[config.mk]
export PLATFORM = sky130hd
export DESIGN_NAME = keypad_entry
export DESIGN_NICKNAME = d
export VERILOG_FILES = /design/src/rtl/keypad_entry.sv
export SDC_FILE = /design/constraint.sdc
export NUM_CORES = 1
export LEC_CHECK = 0
export ABC_AREA = 1
export BUFFER_PORTS_ARGS = -buffer_cell sky130_fd_sc_hd__buf_2
export CELL_PAD_IN_SITES_DETAIL_PLACEMENT = 0
export CELL_PAD_IN_SITES_GLOBAL_PLACEMENT = 2
export CORE_MARGIN = 5
export CORE_UTILIZATION = 33
export CTS_CLUSTER_DIAMETER = 200
export CTS_CLUSTER_SIZE = 20
export DETAILED_ROUTE_END_ITERATION = 12
export PLACE_DENSITY = 0.83
export SLEW_MARGIN = 20
export SYNTH_ARGS = -nofsm -noshare
export SYNTH_HDL_FRONTEND = slang
export SYNTH_SLANG_ARGS = --single-unit
[constraint.sdc]
create_clock -name clk -period 1.61 [get_ports clk]
set_input_delay 0.0805 -clock clk [delete_from_list [all_inputs] [get_ports clk]]
set_output_delay 0.0805 -clock clk [all_outputs]
set_load 0.02 [all_outputs]
[src/rtl/keypad_entry.sv]
// rtl/keypad_entry.sv - keypad synchroniser, press/release debouncer and inactivity timeout
module keypad_entry #(
    parameter int DEBOUNCE_CYCLES = 16,
    parameter int TIMEOUT_CYCLES  = 1000
) (
    input  logic       clk,
    input  logic       rst_n,
    input  logic       key_raw,
    input  logic [3:0] key_code_raw,
    output logic [3:0] digit,
    output logic       digit_valid,
    output logic       entry_clear,
    output logic       busy
);

    localparam int CW = $clog2(DEBOUNCE_CYCLES);
    localparam int TW = $clog2(TIMEOUT_CYCLES);
    localparam logic [CW-1:0] CNT_LAST = CW'(DEBOUNCE_CYCLES - 1);
    // idle_cnt is zeroed on the edge that ends the digit_valid cycle, so the
    // pulse registered while it holds TIMEOUT_CYCLES-2 lands exactly
    // TIMEOUT_CYCLES cycles after the strobe.
    localparam logic [TW-1:0] IDLE_LAST = TW'(TIMEOUT_CYCLES - 2);

    localparam logic [1:0] IDLE     = 2'd0;
    localparam logic [1:0] PRESS_DB = 2'd1;
    localparam logic [1:0] HELD     = 2'd2;
    localparam logic [1:0] REL_DB   = 2'd3;

    logic          key_m;
    logic          key_s;
    logic [3:0]    code_m;
    logic [3:0]    code_s;
    logic [1:0]    state;
    logic [CW-1:0] cnt;
    logic [3:0]    code_cap;
    logic          accept;
    logic          armed;
    logic [TW-1:0] idle_cnt;

    // Two-stage synchroniser; nothing else looks at the raw inputs.
    always_ff @(posedge clk) begin
        if (!rst_n) begin
            key_m  <= 1'b0;
            key_s  <= 1'b0;
            code_m <= 4'h0;
            code_s <= 4'h0;
        end else begin
            key_m  <= key_raw;
            key_s  <= key_m;
            code_m <= key_code_raw;
            code_s <= code_m;
        end
    end

    // Press is accepted on the last stable sample of the press debounce.
    always_comb begin
        accept = (state == PRESS_DB) && key_s && (code_s == code_cap) && (cnt == CNT_LAST);
    end

    // Debounce FSM; the digit register only moves on an accepted press.
    always_ff @(posedge clk) begin
        if (!rst_n) begin
            state       <= IDLE;
            cnt         <= '0;
            code_cap    <= 4'h0;
            digit       <= 4'h0;
            digit_valid <= 1'b0;
        end else begin
            digit_valid <= accept;
            if (accept) begin
                digit <= code_cap;
            end
            case (state)
                IDLE: begin
                    if (key_s) begin
                        state    <= PRESS_DB;
                        code_cap <= code_s;
                        cnt      <= '0;
                    end
                end
                PRESS_DB: begin
                    if (!key_s || (code_s != code_cap)) begin
                        state <= IDLE;
                    end else if (cnt == CNT_LAST) begin
                        state <= HELD;
                    end else begin
                        cnt <= cnt + 1'b1;
                    end
                end
                HELD: begin
                    if (!key_s) begin
                        state <= REL_DB;
                        cnt   <= '0;
                    end
                end
                REL_DB: begin
                    if (key_s) begin
                        state <= HELD;
                    end else if (cnt == CNT_LAST) begin
                        state <= IDLE;
                    end else begin
                        cnt <= cnt + 1'b1;
                    end
                end
                default: state <= IDLE;
            endcase
        end
    end

    // Inactivity timer: armed by a strobe, fires once, and a press accepted
    // on the expiry edge suppresses the pulse so the strobe restarts the count.
    always_ff @(posedge clk) begin
        if (!rst_n) begin
            armed       <= 1'b0;
            idle_cnt    <= '0;
            entry_clear <= 1'b0;
        end else begin
            entry_clear <= 1'b0;
            if (digit_valid) begin
                armed    <= 1'b1;
                idle_cnt <= '0;
            end else if (armed) begin
                if (idle_cnt == IDLE_LAST) begin
                    idle_cnt <= '0;
                    if (!accept) begin
                        entry_clear <= 1'b1;
                        armed       <= 1'b0;
                    end
                end else begin
                    idle_cnt <= idle_cnt + 1'b1;
                end
            end
        end
    end

    assign busy = (state != IDLE);

endmodule

# Yosys cells after proc, flatten, opt, wreduce, memory -nomap -nowiden
# Index checks and enable logic that the tools add are counted.
# W data, S select, Z words.
# word_totals
reg_bits,37
inputBits,7
output_inout_bits,7
elab_cells,61
# classes
add_sub_neg,2
eq_ne,13
mux,19
bitwise_logic,3
reduce_logical,12
# op_table
cell,n
$mux W4,5
$pmux W4 S4,1
$mux W2,6
$add A10 B1 Y10 const B,1
$eq A10 B10 Y1 const B,1
$mux W10,1
$ne A2 B2 Y1 const B,4
$pmux W2 S4,1
$reduce_and A4 Y1,2
$mux W1,5
$add A4 B1 Y4 const B,1
$eq A2 B2 Y1 const B,2
$eq A4 B4 Y1,1
$eq A4 B4 Y1 const B,1
$ne A4 B4 Y1,1
$reduce_or A4 Y1,1
$logic_and A1 B1 Y1,3
$ne A3 B1 Y1 const B,1
$ne A3 B3 Y1 const B,1
$not A1 Y1,3
$eq A2 B1 Y1 const B,1
$logic_not A2 Y1,1
$reduce_and A2 Y1,1
$reduce_bool A2 Y1,1
other kinds (3),3

# Logic depth before layout (Yosys ltp)
# logic_depth
word_depth,8
depth_mapped,10
mapped_depth_nobuf,10

# Worst setup path after synthesis
# Ideal clock, no wire load.
# synth_timing
path_type,register -> register
startpoint,register idle_cnt[0]
endpoint,register idle_cnt[9]
setup_time_ps,113
t_arrival_ps,1146
required_ps,1497
path_slack_ps,351
stages_incl_launch_ff,10
n_path_buf,0
synth_period_minus_slack_ps,1259
path_cell_list,dfxtp_1 inv_1 ha_1 nand3_1 nor3_2 nand2_1 nand2_2 inv_1 nand2_1 nor2_1
# synth_between
elab_chain_len,2
elab_cells_between_ends,3
cone_classes,add/sub (1); eq/ne (1); mux (1)
# synth_lines
element,line_no,rtl
"start, declared",38,logic [TW-1:0] idle_cnt;
"start signal, assigned",130,idle_cnt <= idle_cnt + 1'b1;
$add A10 B1 Y10 / $eq A10 B10 Y1 (equally long branches),"130, 123",
$mux W10 *,123,if (idle_cnt == IDLE_LAST) begin
# Mark *: on every way between the ends. The rest lies on a longest branch, timed or not.
# A chain may end at the register's enable or synchronous reset.

# Final worst setup path
# layout_timing
startpoint,register cnt[0]
endpoint,register digit[1]
# layout_between
elab_chain_len,2
# layout_lines
element,line_no,rtl
"start, declared",34,logic [CW-1:0] cnt;
"start signal, assigned",87,cnt <= cnt + 1'b1;
"start signal, assigned",102,cnt <= cnt + 1'b1;
$eq A4 B4 Y1,57,accept = (state == PRESS_DB) && key_s && (code_s == code_cap) && (cnt == CNT_LAST);
$logic_and A1 B1 Y1,57,
"end signal, assigned",71,digit <= code_cap;
"end, declared",10,"output logic [3:0] digit,"
# No other way between the ends.

==> flow_summary.rst <==
.. list-table::
   :header-rows: 1

   * - Metric
     - Value
   * - Number of DRC markers in iteration 0
     - 41
   * - Number of remaining DRC errors
     - 0
   * - Number of standard cells in the layout, taps in and fillers out
     - 338
   * - Maximum resistive drop on vdd
     - 525 µV
   * - Overall Global Routing Usage
     - 10.9%
   * - RSZ-0062 raised after global routing
     - no
   * - PortBufs
     - 13
   * - Number of standard-cell rows in the floorplan
     - 26
   * - Die width
     - 82.2 µm
   * - Flop2flop setup slack
     - 0.17 ns
   * - Type of the worst setup path
     - reg -> reg
   * - Relative max-transition margin
     - 75.6%
   * - Vias in the first global route
     - 1312
   * - Die area
     - 0.00675 mm²
   * - Global-route wire length before repair
     - 5710 µm
   * - Number of warning messages in the yosys log
     - 0
   * - Final weighted congestion of routability-driven global placement
     - 0.806
   * - Critical path peak fanout
     - 7
   * - Post-Route WL
     - 3210 µm
   * - Portion of the post-synthesis area used by sequential elements
     - 43.1%
   * - Number of standard cells after synthesis
     - 243
   * - Placed insts
     - 325
   * - Starting utilization of the core area
     - 33.9%
   * - Period utilisation layout
     - 89.4%
   * - TritonCTS buffer count
     - 5
   * - Ratio of total power to cell area
     - 1190 mW/mm²
   * - Proportion of layout cells with a drive suffix above 1
     - 14.2%
   * - Clock network latency to the later pin of the worst-skew pair
     - 0.29 ns
   * - 1st-pass router iterations
     - 4
   * - Outcome
     - complete, no violations
   * - Crit start category
     - register
   * - Vias
     - 1424
   * - Aggregate global routing overflow
     - 0
   * - Final Util
     - 40.0%
   * - Min-delay worst type
     - in -> reg
   * - Leak pwr
     - 0.000985 µW
   * - Number of levels in the clock H-tree
     - 2
   * - Routed wirelength normalized by instance count
     - 9.50 µm
   * - Area taken by flip-flops and latches
     - 741 µm²
   * - Core Area
     - 0.00507 mm²
   * - Critical path data required time
     - 1.80 ns
   * - Fmax achieved
     - 695 MHz
   * - Clk_skew
     - 0.0125 ns
   * - Sum Neg Setup Slack
     - 0 ns
   * - Number of diodes added for antenna fixing
     - 0
   * - Final worst path period need
     - 1.44 ns
   * - Endpoints failing hold
     - 0
   * - TritonCTS clock tree
     - done
   * - Antenna Nets Post-Route
     - 0
   * - Most frequent cells in the layout
     - sky130_fd_sc_hd__nand2_1 (55), sky130_fd_sc_hd__inv_1 (43), sky130_fd_sc_hd__nor2_1 (37), sky130_fd_sc_hd__dfxtp_1 (37), sky130_fd_sc_hd__buf_2 (13)
   * - Placed wire-length estimate after detailed placement
     - 2360 µm
   * - Count of cell types in the netlist
     - 27
   * - Final slew viol count
     - 0
   * - Most common cell after layout, fill and taps aside
     - sky130_fd_sc_hd__nand2_1
   * - Final Setup Violations
     - 0
   * - Mean Syn Cell Area
     - 7.07 µm²
   * - Actual transition at the worst max-transition pin
     - 0.365 ns
   * - Area of combinational cells with multiple inputs
     - 781 µm²
   * - Cell area after technology mapping
     - 0.00172 mm²
   * - Nets
     - 277
   * - Synthesized net count
     - 253
   * - Maximum Capacitance Violations
     - 0
   * - Root cell of the clock tree
     - sky130_fd_sc_hd__clkbuf_8
   * - Clock input transition at the sequential cells of the worst setup and hold paths
     - 0.08 ns
   * - Nature of the critical path endpoint
     - register
   * - Ports placed on the boundary
     - 14
   * - Largest net degree at the start of global routing
     - 22
   * - Total of flip-flops plus latches after synthesis
     - 37
   * - Die height
     - 82.2 µm
   * - Clock Tree Buf Depth
     - 2
   * - Number of filler instances in the final layout
     - 593
   * - Total clock sinks
     - 37
   * - Synth-to-Final Area Change
     - 18.0%
   * - Per-cell via count in the routed design
     - 4.21
   * - Critical path data arrival time
     - 1.63 ns
   * - Number of antenna violations at the first check in global routing
     - 0
   * - Total power consumption of the routed design
     - 2420 µW
-- metrics by stage --
step	hold slack, ns	instance area (µm²)	setup slack, ns
after global placement	0.259	1870	0.180
after global routing	0.153	2030	0.0162
final	0.138	2030	0.170
after floorplan	0.178	1720	0.351
after detailed placement	0.265	1870	0.143
after CTS	0.138	2030	0.120
-- cells by family (layout without fill, tap and decap cells) --
| group | Yosys count | count (layout) | synth area share [%] |
|---|---|---|---|
| adder cells (fa/ha/maj) | 3 | 3 | 2.18 |
| buffers and inverters | 50 | 75 | 11.5 |
| flip-flops | 37 | 37 | 43.1 |
| AND/OR/NAND/NOR | 125 | 125 | 33.1 |
| AO/OA/AOI/OAI | 23 | 23 | 7.57 |
| XOR/XNOR | 5 | 5 | 2.55 |
-- synth_stat cells --
cell / n / area share (%)
sky130_fd_sc_hd__a21oi_1: 9 / 2.6
sky130_fd_sc_hd__buf_6: 1 / 0.65
sky130_fd_sc_hd__o2111ai_1: 1 / 0.51
sky130_fd_sc_hd__inv_1: 43 / 9.4
sky130_fd_sc_hd__inv_2: 3 / 0.65
sky130_fd_sc_hd__nand3_1: 9 / 2.6
sky130_fd_sc_hd__or2_2: 1 / 0.36
sky130_fd_sc_hd__nand4_1: 5 / 1.8
sky130_fd_sc_hd__dfxtp_1: 37 / 43
sky130_fd_sc_hd__nor2b_1: 1 / 0.36
sky130_fd_sc_hd__o21a_4: 1 / 0.87
sky130_fd_sc_hd__nand2_2: 4 / 1.5
sky130_fd_sc_hd__nor3_2: 2 / 1.2
sky130_fd_sc_hd__nand3_2: 2 / 1.2
sky130_fd_sc_hd__nand2_1: 55 / 12
sky130_fd_sc_hd__nor3_1: 5 / 1.5
sky130_fd_sc_hd__nor2_1: 37 / 8.1
sky130_fd_sc_hd__clkbuf_2: 1 / 0.29
sky130_fd_sc_hd__xor2_1: 5 / 2.5
sky130_fd_sc_hd__o22ai_1: 1 / 0.36
sky130_fd_sc_hd__nand3_4: 1 / 1.0
sky130_fd_sc_hd__nand4_2: 1 / 0.73
sky130_fd_sc_hd__ha_1: 3 / 2.2
sky130_fd_sc_hd__clkbuf_1: 1 / 0.22
sky130_fd_sc_hd__o21ai_0: 11 / 3.2
sky130_fd_sc_hd__clkinv_2: 1 / 0.29
sky130_fd_sc_hd__nand3b_1: 2 / 0.87
-- per-layer routing --
layer  global-route usage (%)  vias to the layer above  share of wire [%]
li1                         -                      792                  -
met3                     3.69                        6                4.3
met5                        0                        -                  0
met2                     17.2                       21                 44
met1                     13.5                      605                 50
met4                     4.82                        0                2.0
-- path summary, 6_finish.rpt --
check / start / end / cells past startpoint
min: rst_n / cnt[1]$_SDFFE_PN0P_ / 3
max: cnt[0]$_SDFFE_PN0P_ / digit[1]$_SDFFE_PN0P_ / 6
max reg2reg: cnt[0]$_SDFFE_PN0P_ / digit[1]$_SDFFE_PN0P_ / 6
min reg2reg: key_m$_SDFF_PN0_ / key_s$_SDFF_PN0_ / 2
-- flip-flops by register name, summed over array words and instances, names as in the netlist --
signal	flops
state	2
code_cap	4
code_s	4
digit_valid	1
key_s	1
entry_clear	1
armed	1
code_m	4
key_m	1
idle_cnt	10
digit	4
cnt	4
-- critical path: stages, from the launching register on --
cell and delay [ns]:
sky130_fd_sc_hd__dfxtp_1 0.37, sky130_fd_sc_hd__ha_1 0.19, sky130_fd_sc_hd__nand3_1 0.17, sky130_fd_sc_hd__inv_1 0.13, sky130_fd_sc_hd__nand4_2 0.21, sky130_fd_sc_hd__o21ai_0 0.22
sky130_fd_sc_hd__nor2_1 0.05
-- power by group --
group	leakage, µW	internal, µW	total, µW	switching [µW]
clock network	0.0000554	465	802	337
logic	0.000628	219	553	334
registers	0.000301	989	1070	77.9
-- final cells by class --
cell class	count	share of cell area (%)
well taps	70	4.32
inverters	47	8.76
clock inverters	2	1.91
multi-input cells	156	38.5
flip-flops and latches	37	36.5
repair buffers	20	6.42
clock buffers	6	3.58
-- repair_timing --
action	4_1_cts	5_1_grt
hold buffers	5	0
endpoints found under the setup margin	0	2
gates resized for setup	0	2
endpoints found under the hold margin	5	0
setup buffers	0	0
Power figures use the tool's default switching activity.
